$ cat src/rtl/pmem_port_pkg.sv
// Shared constants and types for the pmem_port memory responder.
// Holds the default sizes, the memory select encoding and the FSM state type.
package pmem_port_pkg;

    localparam int ADDR_W_DEF = 6;
    localparam int DATA_W_DEF = 8;

    localparam logic MEM_PROG = 1'b0;
    localparam logic MEM_DATA = 1'b1;

    typedef enum logic {
        IDLE = 1'b0,
        LOAD = 1'b1
    } state_e;

endpackage

$ cat src/rtl/pmem_bank.sv
// One memory array: single write port plus a registered read port.
// The read register holds its value until the next read enable.
module pmem_bank #(
    parameter int ADDR_W = 6,
    parameter int DATA_W = 8
) (
    input  logic              clk,
    input  logic              rst_n,
    input  logic              we_i,
    input  logic [ADDR_W-1:0] waddr_i,
    input  logic [DATA_W-1:0] wdata_i,
    input  logic              re_i,
    input  logic [ADDR_W-1:0] raddr_i,
    output logic [DATA_W-1:0] rdata_o
);

    localparam int DEPTH = 1 << ADDR_W;

    logic [DATA_W-1:0] mem_q [0:DEPTH-1];
    logic [DATA_W-1:0] rdata_q;

    // Contents are deliberately not reset so a reload survives a reset.
    always_ff @(posedge clk) begin
        if (we_i) begin
            mem_q[waddr_i] <= wdata_i;
        end
    end

    // Sampling before the same-edge write lands gives read-before-write.
    always_ff @(posedge clk or negedge rst_n) begin
        if (!rst_n) begin
            rdata_q <= '0;
        end else if (re_i) begin
            rdata_q <= mem_q[raddr_i];
        end
    end

    assign rdata_o = rdata_q;

endmodule

$ cat src/rtl/pmem_port.sv
// Memory-side responder for the execute unit: program and data banks,
// execute-unit write/read ports and a byte-serial valid/ready loader.
module pmem_port
    import pmem_port_pkg::*;
#(
    parameter int ADDR_W = ADDR_W_DEF,
    parameter int DATA_W = DATA_W_DEF
) (
    input  logic              clk,
    input  logic              rst_n,
    input  logic              pmem_we,
    input  logic              pmem_d_type,
    input  logic [ADDR_W-1:0] pmem_w_addr,
    input  logic [DATA_W-1:0] pmem_out,
    input  logic              rd_req,
    input  logic              rd_type,
    input  logic [ADDR_W-1:0] rd_addr,
    output logic [DATA_W-1:0] pmem_in,
    output logic              rd_valid,
    input  logic              ld_start,
    input  logic              ld_type,
    input  logic              ld_valid,
    input  logic [DATA_W-1:0] ld_data,
    output logic              ld_ready,
    output logic              ld_done,
    output logic              wr_drop,
    output logic              busy
);

    state_e            state_q, state_d;
    logic              ld_type_q, ld_type_d;
    logic [ADDR_W-1:0] ld_addr_q, ld_addr_d;
    logic              ld_done_q, ld_done_d;
    logic              wr_drop_q, wr_drop_d;
    logic              rd_valid_q, rd_valid_d;
    logic              rd_sel_q;

    logic              ex_we, ld_we, rd_acc;
    logic              wr_tgt;
    logic [ADDR_W-1:0] wr_addr;
    logic [DATA_W-1:0] wr_data;
    logic              prog_we, data_we, prog_re, data_re;
    logic [DATA_W-1:0] prog_rdata, data_rdata;

    always_ff @(posedge clk or negedge rst_n) begin
        if (!rst_n) begin
            state_q    <= IDLE;
            ld_type_q  <= MEM_PROG;
            ld_addr_q  <= '0;
            ld_done_q  <= 1'b0;
            wr_drop_q  <= 1'b0;
            rd_valid_q <= 1'b0;
            rd_sel_q   <= MEM_PROG;
        end else begin
            state_q    <= state_d;
            ld_type_q  <= ld_type_d;
            ld_addr_q  <= ld_addr_d;
            ld_done_q  <= ld_done_d;
            wr_drop_q  <= wr_drop_d;
            rd_valid_q <= rd_valid_d;
            if (rd_acc) begin
                rd_sel_q <= rd_type;
            end
        end
    end

    always_comb begin
        state_d    = state_q;
        ld_type_d  = ld_type_q;
        ld_addr_d  = ld_addr_q;
        ld_done_d  = 1'b0;
        wr_drop_d  = 1'b0;
        ld_ready   = 1'b0;
        busy       = 1'b0;
        ex_we      = 1'b0;
        ld_we      = 1'b0;
        rd_acc     = 1'b0;
        case (state_q)
            IDLE: begin
                ex_we  = pmem_we;
                rd_acc = rd_req;
                if (ld_start) begin
                    state_d   = LOAD;
                    ld_type_d = ld_type;
                    ld_addr_d = '0;
                end
            end
            LOAD: begin
                ld_ready  = 1'b1;
                busy      = 1'b1;
                wr_drop_d = pmem_we;
                // A restart wins over any byte offered in the same cycle.
                if (ld_start) begin
                    ld_type_d = ld_type;
                    ld_addr_d = '0;
                end else if (ld_valid) begin
                    ld_we     = 1'b1;
                    ld_addr_d = ld_addr_q + 1'b1;
                    if (ld_addr_q == {ADDR_W{1'b1}}) begin
                        state_d   = IDLE;
                        ld_done_d = 1'b1;
                    end
                end
            end
            default: state_d = IDLE;
        endcase
        rd_valid_d = rd_acc;
    end

    // Loader and execute writes are mutually exclusive by state.
    assign wr_tgt  = ld_we ? ld_type_q : pmem_d_type;
    assign wr_addr = ld_we ? ld_addr_q : pmem_w_addr;
    assign wr_data = ld_we ? ld_data   : pmem_out;

    assign prog_we = (ex_we | ld_we) && (wr_tgt == MEM_PROG);
    assign data_we = (ex_we | ld_we) && (wr_tgt == MEM_DATA);
    assign prog_re = rd_acc && (rd_type == MEM_PROG);
    assign data_re = rd_acc && (rd_type == MEM_DATA);

    pmem_bank #(.ADDR_W(ADDR_W), .DATA_W(DATA_W)) u_prog (
        .clk     (clk),
        .rst_n   (rst_n),
        .we_i    (prog_we),
        .waddr_i (wr_addr),
        .wdata_i (wr_data),
        .re_i    (prog_re),
        .raddr_i (rd_addr),
        .rdata_o (prog_rdata)
    );

    pmem_bank #(.ADDR_W(ADDR_W), .DATA_W(DATA_W)) u_data (
        .clk     (clk),
        .rst_n   (rst_n),
        .we_i    (data_we),
        .waddr_i (wr_addr),
        .wdata_i (wr_data),
        .re_i    (data_re),
        .raddr_i (rd_addr),
        .rdata_o (data_rdata)
    );

    // Each bank only updates on its own read, so the last selection holds pmem_in.
    assign pmem_in  = (rd_sel_q == MEM_DATA) ? data_rdata : prog_rdata;
    assign rd_valid = rd_valid_q;
    assign ld_done  = ld_done_q;
    assign wr_drop  = wr_drop_q;

endmodule

$ cat config.mk
export PLATFORM = sky130hd
export DESIGN_NAME = pmem_port
export DESIGN_NICKNAME = d
export VERILOG_FILES = /design/src/rtl/pmem_port_pkg.sv /design/src/rtl/pmem_bank.sv /design/src/rtl/pmem_port.sv
export SDC_FILE = /design/constraint.sdc
export NUM_CORES = 1
export LEC_CHECK = 0
export ABC_CLOCK_PERIOD_IN_PS = 3500
export CAP_MARGIN = 20
export CORE_MARGIN = 5
export CORE_UTILIZATION = 40
export DETAILED_ROUTE_END_ITERATION = 16
export MAX_ROUTING_LAYER = met4
export PLACE_DENSITY = 0.56
export SLEW_MARGIN = 20
export SYNTH_ARGS = -nofsm -noshare
export SYNTH_HDL_FRONTEND = slang
export SYNTH_HIERARCHICAL = 1
export SYNTH_SLANG_ARGS = --single-unit
$ cat constraint.sdc
create_clock -name clk -period 3.5 [get_ports clk]
set_input_delay 1.05 -clock clk [delete_from_list [all_inputs] [get_ports clk]]
set_output_delay 1.05 -clock clk [all_outputs]
set_load 0.005 [all_outputs]
==> reports/results.tsv <==
stage	metric	value	unit
clock_network	cts_resized	0	
routing	drt-initial-drc-count	1935	
placement	gp_congestion	0.844	
grt	grt_pass1_wl	146	mm
clock_network	postCtsSetupBuffers	0	
worst_setup_path	criticalPathCategory	reg -> out	
sta	worstMarginPinSlew	0.777	ns
floorplan	coreArea	102000	um^2
synth	synth_top_area_cell	edfxtp_1	
worst_setup_path	critPathBufInv	1	
flow_run	drv_cap	0	
power	netSwitchingFraction	0.210	
synth	synth_top_area_frac	0.744	
sta	finalHoldViolCount	0	
synth	yosysMostFrequentCell	edfxtp_1	
routing	drt_wl_total	98.5	mm
synth	synth.cell_area	41300	um^2
worst_setup_path	arrival	2.21	ns
worst_setup_path	slowest_stage	dfrtp_1	
sta	rsz0062_at_grt	no	
worst_setup_path	crit_start	rd_sel_q$_DFFE_PN0N_	
placement	place_hpwl	64.4	mm
synth	synth_edf_count	1024	
floorplan	initial_core_util	0.404	
clock_network	cts_sinks	1052	
placement	io_buffer_count	49	
synth	avgSynthCellArea	21.1	um^2
synth	synth-compound-area-share	0.0201	
clock_network	cts_made_buffers	104	
layout	num-fill-cells	8410	
floorplan	die_h	331	um
clock_network	clock_latency	0.68	ns
placement	dp_slack	-0.317	ns
synth	synth_cell_types	35	
synth	yosysWarnings	6	
floorplan	num_rows	117	
sta	fin_ws	0.235	ns
worst_setup_path	crit_chain	mux2_2 -> clkdlybuf4s50_1	
clock_network	clk_pin_slew_worst_paths	0.06	ns
sta	finalCritPeriodShare	0.933	
synth	synth_fp_nets	1999	
sta	setup_viol	0	
sta	relSlewSlack	0.482	
sta	report.final.slew_viol_count	0	
grt	grt_usage	0.183	
floorplan	die_width	331	um
power	vdd_drop_max	0.000442	V
power	p_switching	5.68	mW
worst_setup_path	required	2.45	ns
synth	synth_seq_area_share	0.761	
floorplan	dieArea	110000	um^2
synth	synthCells	1961	
synth	synthArstFlopShare	0.0266	
grt	grt_overflow_total	0	
sta	fin_skew	0.0351	ns
synth	synth_xor_area_frac	0.000424	
layout	final_area	49100	um^2
worst_setup_path	r2r_slack	0.62	ns
worst_setup_path	max_stage_delay	0.60	ns
routing	dr.pass1.iters	5	
worst_setup_path	worstSetupStartpointType	register	
synth	synthFlopType	edfxtp_1	
clock_network	cts-hold-fix-buffers	0	
synth	synthTopCellsByCount	1024 x edfxtp_1, 240 x mux4_2, 152 x nor2_1	
worst_setup_path	end_kind	output pin	
layout	area.growth.synth_to_final	18.9	%
power	p_leak	16.0	nW
clock_network	htree_levels	3	
clock_network	tritoncts	built	
synth	synthTopCellsByArea	edfxtp_1 74%, mux4_2 13%, mux2_2 2.2%, mux2i_1 1.9%, dfrtp_1 1.7%	
power	power	27.0	mW
power	p_seq_frac	0.519	
synth	synth_seq_cells	1052	
clock_network	cts.path.max_buffers	3	
routing	routedWlPerCell	26.3	um
worst_setup_path	reg2reg_from	state_q$_DFF_PN0_	
routing	drcViolationCount	0	
layout	final_nets	2332	
status	status	finished clean	
layout	diodes	0	
grt	antenna_found_initial	1	
routing	drtAntennaViolNets	0	
worst_setup_path	crit_family	flip-flops	
hold_path	worst_hold_path_type	in -> async	
layout	layout-drive-gt1-share	0.328	
synth	synthMuxAreaShare	0.174	
power	p_int	21.3	mW
power	p_clk_frac	0.418	
placement	dpl_cell_area	45600	um^2
synth	yosys.area_share.adder	0.000303	
routing	vias	20400	
power	p_per_area	550	nW/um^2
synth	synthSimpleGateAreaFrac	0.0280	
sta	period_needed	3.26	ns
grt	grt_pass1_vias	21300	
synth	synth_top_family_by_area	multiplexers	
power	p_comb_frac	0.063	
worst_setup_path	worstPathMaxFanout	9	
grt	grt_max_degree	71	
floorplan	ioPinCount	50	
clock_network	cts_root_buf	clkbuf_16	
routing	via_per_inst	5.45	
sta	max_freq	0.306	GHz
-- stage by stage --
step / std cells / setup TNS, ns / utilization / hold WS, ns
5_1_grt: 3746 / 0 / 0.481 / 0.512
3_5_place_dp: 3556 / -211.77 / 0.447 / 0.571
6_report: 3746 / 0 / 0.481 / 0.447
4_1_cts: 3746 / 0 / 0.481 / 0.448
2_1_floorplan: 1961 / 0 / - / 0.512
3_3_place_gp: 3556 / -195.27 / 0.447 / 0.552
-- layout make-up --
cell class,count,area (um^2),share of cell area
clock inverters,66,701,0.0143
inverters,19,71.3,0.00145
multi-input cells,776,9220,0.188
repair buffers,341,3190,0.0650
clock buffers,124,2760,0.0562
flip-flops and latches,1052,31500,0.640
well taps,1368,1710,0.0349
-- worst reg2reg max path, delay by kind of cell (launching register included) --
family	cells	cell delay [ns]
and+or+nand+nor	5	1.13
DFF	1	0.67
AOI/OAI and AO/OA	1	0.20
buffers and inverters	3	0.57
-- cells by family (layout without fill, tap and decap cells) --
group | Yosys count | count (layout)
simple gates | 258 | 258
fa+ha+maj | 1 | 1
buf+inv | 133 | 550
flops | 1052 | 1052
xor+xnor | 2 | 2
compound gates | 109 | 109
mux | 406 | 406
-- worst paths after layout --
path	endpoint	cells after the start
setup reg to reg	u_data/mem_q[48][7]$_DFFE_PP_	9
max in group asynchronous	u_data/rdata_o[4]$_DFFE_PN0P_	1
hold reg to reg	ld_type_q$_DFFE_PN0P_	2
hold / removal	u_prog/rdata_o[3]$_DFFE_PN0P_	1
setup / recovery	pmem_in[6]	2
min in group clk	ld_type_q$_DFFE_PN0P_	2
-- cell usage in the layout (no fill, tap or decap), drive strengths merged --
master and instances:
clkinvlp 6, mux2i 80, o22ai 16, nor4 1, or3 7, mux2 86, o221ai 32, mux4 240
dfrtp 28, o21ai 8, nand4 4, a221oi 16, or2 1, nand2b 11, inv 22, clkinv 43
o32ai 1, xor2 2, nor2 152, bufinv 14, or3b 2, ha 1, nand3 32, clkdlybuf4s50 45
nor2b 12, clkbuf 125, edfxtp 1024, buf 295, a22oi 32, nand2 21, a21oi 4, and2 6
nor3 4, nand3b 5
-- power by group through the flow --
stage	Clock, mW	Sequential, mW	Combinational, mW
after CTS	11.5	14.0	1.74
final	11.3	14.0	1.71
after detailed placement	0	14.3	1.73
after global placement	0	14.3	1.71
after floorplan	0	14.3	0.896
after global routing	12.1	14.0	1.83
-- sequential cells by signal, summed over array words and instances, names as in the netlist --
register / flops
state_q: 1
rd_sel_q: 1
ld_addr_q: 6
u_data/mem_q: 512
u_prog/mem_q: 512
rd_valid: 1
ld_done: 1
wr_drop: 1
ld_type_q: 1
u_prog/rdata_o: 8
u_data/rdata_o: 8
-- per-layer routing --
metal / wire [um] / GRT usage
met5: 0 / -
met4: 1870 / 0.0443
met3: 6310 / 0.0278
met2: 45600 / 0.275
met1: 44700 / 0.268
(Power assumes the default switching activity.)
